$ cat src/rtl/fifo_wr_arbiter.sv
// Round-robin arbiter multiplexing NUM_REQ requesters onto one FIFO write port.
// Optional stall/beat counters are enabled by defining FIFO_WR_ARB_STATS_EN.
module fifo_wr_arbiter #(
    parameter int NUM_REQ    = 4,
    parameter int DATA_WIDTH = 8,
    parameter int MAX_BURST  = 4
) (
    input  logic                          w_clk,
    input  logic                          wrst,
    input  logic [NUM_REQ-1:0]            req_valid,
    input  logic [NUM_REQ*DATA_WIDTH-1:0] req_data,
    input  logic [NUM_REQ-1:0]            req_last,
    output logic [NUM_REQ-1:0]            req_ready,
    input  logic                          fifo_full,
    output logic                          wr_req,
    output logic [DATA_WIDTH-1:0]         data_in,
    output logic [$clog2(NUM_REQ)-1:0]    grant_id,
    output logic                          grant_active
`ifdef FIFO_WR_ARB_STATS_EN
    ,
    output logic [15:0]                   stall_cnt,
    output logic [15:0]                   beat_total
`endif
);

    localparam int IW = $clog2(NUM_REQ);
    localparam int SW = IW + 1;
    localparam int BW = $clog2(MAX_BURST + 1);

    typedef enum logic {IDLE, BURST} state_e;

    state_e          state_q, state_d;
    logic [IW-1:0]   grant_id_q, grant_id_d;
    logic [IW-1:0]   rr_ptr_q, rr_ptr_d;
    logic [BW-1:0]   beat_cnt_q, beat_cnt_d;

    logic [IW-1:0]   sel;
    logic            found;
    logic [SW-1:0]   sum;
    logic [IW-1:0]   idx;
    logic            g_valid;
    logic            g_last;
    logic [DATA_WIDTH-1:0] g_data;
    logic            accept;

    // First valid requester at or above rr_ptr, wrapping at NUM_REQ.
    always_comb begin
        sel   = '0;
        found = 1'b0;
        sum   = '0;
        idx   = '0;
        for (int k = 0; k < NUM_REQ; k++) begin
            sum = {1'b0, rr_ptr_q} + SW'(k);
            if (sum >= SW'(NUM_REQ))
                sum = sum - SW'(NUM_REQ);
            idx = sum[IW-1:0];
            if (!found && req_valid[idx]) begin
                found = 1'b1;
                sel   = idx;
            end
        end
    end

    always_comb begin
        g_valid = 1'b0;
        g_last  = 1'b0;
        g_data  = '0;
        for (int i = 0; i < NUM_REQ; i++) begin
            if (grant_id_q == IW'(i)) begin
                g_valid = req_valid[i];
                g_last  = req_last[i];
                g_data  = req_data[i*DATA_WIDTH +: DATA_WIDTH];
            end
        end
    end

    assign accept = (state_q == BURST) && g_valid && !fifo_full;

    always_comb begin
        state_d    = state_q;
        grant_id_d = grant_id_q;
        rr_ptr_d   = rr_ptr_q;
        beat_cnt_d = beat_cnt_q;
        req_ready  = '0;
        wr_req     = 1'b0;
        data_in    = '0;
        unique case (state_q)
            IDLE: begin
                if (found) begin
                    grant_id_d = sel;
                    rr_ptr_d   = (sel == IW'(NUM_REQ - 1)) ? '0 : sel + 1'b1;
                    beat_cnt_d = '0;
                    state_d    = BURST;
                end
            end
            BURST: begin
                req_ready[grant_id_q] = !fifo_full;
                wr_req  = accept;
                data_in = accept ? g_data : '0;
                if (accept)
                    beat_cnt_d = beat_cnt_q + 1'b1;
                // A full FIFO freezes the burst; an idle requester only ends it when not full.
                if (accept && (g_last || beat_cnt_q == BW'(MAX_BURST - 1)))
                    state_d = IDLE;
                else if (!g_valid && !fifo_full)
                    state_d = IDLE;
            end
            default: state_d = IDLE;
        endcase
    end

    always_ff @(posedge w_clk or negedge wrst) begin
        if (!wrst) begin
            state_q    <= IDLE;
            grant_id_q <= '0;
            rr_ptr_q   <= '0;
            beat_cnt_q <= '0;
        end else begin
            state_q    <= state_d;
            grant_id_q <= grant_id_d;
            rr_ptr_q   <= rr_ptr_d;
            beat_cnt_q <= beat_cnt_d;
        end
    end

    assign grant_id     = grant_id_q;
    assign grant_active = (state_q == BURST);

`ifdef FIFO_WR_ARB_STATS_EN
    logic [15:0] stall_cnt_q, beat_total_q;

    always_ff @(posedge w_clk or negedge wrst) begin
        if (!wrst) begin
            stall_cnt_q  <= '0;
            beat_total_q <= '0;
        end else begin
            if (state_q == BURST && fifo_full && stall_cnt_q != 16'hFFFF)
                stall_cnt_q <= stall_cnt_q + 16'd1;
            if (wr_req && beat_total_q != 16'hFFFF)
                beat_total_q <= beat_total_q + 16'd1;
        end
    end

    assign stall_cnt  = stall_cnt_q;
    assign beat_total = beat_total_q;
`endif

endmodule
$ cat config.mk
export PLATFORM = sky130hd
export DESIGN_NAME = fifo_wr_arbiter
export DESIGN_NICKNAME = d
export VERILOG_FILES = /design/src/rtl/fifo_wr_arbiter.sv
export SDC_FILE = /design/constraint.sdc
export NUM_CORES = 1
export LEC_CHECK = 0
export ABC_AREA = 1
export BUFFER_PORTS_ARGS = -buffer_cell sky130_fd_sc_hd__buf_4
export CAP_MARGIN = 30
export CORE_ASPECT_RATIO = 0.8
export CORE_UTILIZATION = 44
export DETAILED_ROUTE_END_ITERATION = 12
export HOLD_SLACK_MARGIN = 0.08
export PLACE_DENSITY = 0.81
export SLEW_MARGIN = 20
export SYNTH_ARGS = -nofsm -noshare
export SYNTH_HDL_FRONTEND = slang
export SYNTH_SLANG_ARGS = --single-unit
$ cat constraint.sdc
create_clock -name w_clk -period 2.1 [get_ports w_clk]
set_input_delay 0.21 -clock w_clk [delete_from_list [all_inputs] [get_ports w_clk]]
set_output_delay 0.21 -clock w_clk [all_outputs]
set_load 0.02 [all_outputs]
==> key figures <==
Run status
  • Status: finished, final reports clean

GRT
  • Global-route wire length before repair: 5092 µm
  • Initial antenna violation count: 0
  • Grt ovf: 0
  • Number of global-route vias before repair: 1154
  • Largest net degree at the start of global routing: 13
  • GRT Overall Usage: 25.78%

Clocking
  • Clock transition at path regs: 50 ps
  • Root buffer cell: clkbuf_4
  • CTS Buffer Depth: 2
  • CTS tree: built
  • Clk_lat worst skew: 250 ps
  • H-tree levels: 1
  • Num CTS Buffers: 3
  • CTS Sinks: 8

STA
  • Worst-margin pin slew: 386.0 ps
  • Unrepaired setup endpoints after global routing: no
  • Final worst setup slack: 171.8 ps
  • Max Fclk: 518.6 MHz
  • Period utilization: 91.82%
  • # setup viols final: 0
  • Final Hold Viols: 0
  • Post-layout minimum cycle time: 1928 ps
  • Setup Total Neg Slack: 0 ps
  • Pins Over Slew Limit: 0
  • Skew final: 3.432 ps
  • Max transition margin: 74.26%

Placed design
  • Place WS: 218.5 ps
  • Buffers added on ports: 58
  • Dpl cells: 249
  • GP Congestion: 0.9559
  • Post-DP HPWL: 2622 µm

Worst hold path
  • Hold WC Path Type: in -> reg

Synthesis
  • Synth Instances: 168
  • FFs w/ async S/R, synth: 100.0%
  • Seq/Total Area, Yosys: 19.80%
  • Post-synth cell types: 30
  • EDFF count, synth: 0
  • #FFs+latches synth: 8
  • Most frequent cells after synthesis: nand2_1 (54), nor2_1 (17), inv_1 (15)
  • Most numerous cell in the Yosys netlist: nand2_1
  • Top post-synthesis cells by area: nand2_1 (20%), dfrtp_1 (20%), nor2_1 (6.3%)
  • Post-Syn Area: 0.001011 mm²
  • Most used DFF post-synth: dfrtp_1
  • Cell taking the most area after synthesis: nand2_1
  • Synth Warn #: 0
  • Yosys top cell area share: 20.05%
  • Post-Syn Nets: 213
  • Post-Syn Area per Cell: 6.018 µm²

Critical path
  • Critical path class: reg -> out
  • CP Max Fanout: 9
  • Type of destination of the critical path: primary output
  • Critical path data arrival time: 1720 ps
  • Worst Path Required: 1890 ps
  • Worst R2R Setup Slack: 280 ps
  • Crit path launch type: register

Die
  • Die W: 55.59 µm
  • Core ar.: 0.002158 mm²
  • FP Rows: 15
  • Initial core utilization: 46.84%
  • Io pins: 59
  • Die height: 44.88 µm
  • Die Area: 0.002495 mm²

Detailed routing
  • Per-cell routed wire length: 12.93 µm
  • Drt first pass iters: 4
  • Starting DRC count in detailed routing: 64
  • Via count: 1371
  • Final WL: 3298 µm
  • Remaining routing DRC violations: 0
  • ANT nets after route: 0
  • Vias per cell: 5.376

Cells and area
  • Non-Filler Instances: 255
  • Area grow syn2layout: 49.88%
  • Antenna diode count: 0
  • NumNets Final: 277
  • Layout cells sized above 1: 38.70%

Power and ir drop
  • Max IR drop VDD: 0.001279 V
  • Leak: 0.8239 nW
  • Power Density: 1402 mW/mm²

Job
  • MaxCap Viol Count: 0
==> worst max-delay path, cell delays in order, from the launching register on <==
cell	delay, ps
dfrtp_1	430
nand2_1	110
buf_4	180
inv_1	220
a221oi_1	100
a211oi_1	250
buf_4	180
==> cells by family after synthesis <==
| kind of cell | synth area share, % |
|---|---|
| AND/OR/NAND/NOR | 44.06 |
| AO/OA/AOI/OAI | 22.15 |
| flip-flops | 19.80 |
| buffers and inverters | 11.51 |
| adder cells (fa/ha/maj) | 2.475 |
==> power by group <==
part	switching, W	internal, W	total [W]
Clock	0.0000493	0.0000652	0.000115
Combinational	0.00106	0.000619	0.00168
Sequential	0.000105	0.000225	0.000331
==> routing by layer <==
layer / track usage (%) / wire length (µm) / up-vias
met4: 4.500 / 20 / 0
met5: 0 / 0 / -
met3: 5.444 / 253 / 4
met2: 41.69 / 1520 / 53
met1: 36.48 / 1504 / 633
li1: - / - / 681
==> area by class of cell <==
type                    count  area (µm²)
well taps                  25       31.28
inverters                  19       73.82
fillers                   179       643.1
repair buffers             63       475.5
clock buffers               3       22.52
multi-input cells         137       711.9
flip-flops and latches      8       200.2
==> worst paths after layout <==
| path | start | to | cells past startpoint |
|---|---|---|---|
| setup / recovery | grant_id[0] | data_in[3] | 6 |
| hold / removal | req_last[3] | grant_active | 4 |
| setup reg to reg | register | rr_ptr_q[1] | 11 |
| hold reg to reg | beat_cnt_q[0] | beat_cnt_q[0] | 1 |
| max in group asynchronous | wrst | rr_ptr_q[1] | 2 |
| min in group asynchronous | wrst | grant_active | 2 |
==> cell usage in the layout (no fill, tap or decap), types with 2 or more instances in the layout <==
master and n:
buf_4 62, nand2_1 54, nor2_1 16, inv_1 14
nand2_2 11, nand3_1 11, o21ai_0 9, a21oi_1 9
dfrtp_1 8, a211oi_1 5, inv_2 4, o22ai_1 3
a221oi_1 3, clkbuf_4 3, o21ai_2 2, nor3_1 2
ha_1 2
==> what timing repair did <==
action	CTS	global route
endpoints found under the setup margin	4	8
hold buffers	1	0
buffers inserted	0	1
gates resized for setup	1	5
pin swaps	0	1
gates cloned	0	1
endpoints found under the hold margin	8	0
==> metrics by stage <==
step	hold slack, ps	instance area (µm²)	power (W)	utilization [%]
2_1_floorplan	-85.59	1011	0.001501	-
3_3_place_gp	28.65	1458	0.001878	67.54
3_5_place_dp	32.38	1458	0.001928	67.54
4_1_cts	271.4	1493	0.002058	69.16
5_1_grt	284.3	1515	0.002337	70.20
6_report	266.2	1515	0.002124	70.20
(Power assumes the default switching activity.)
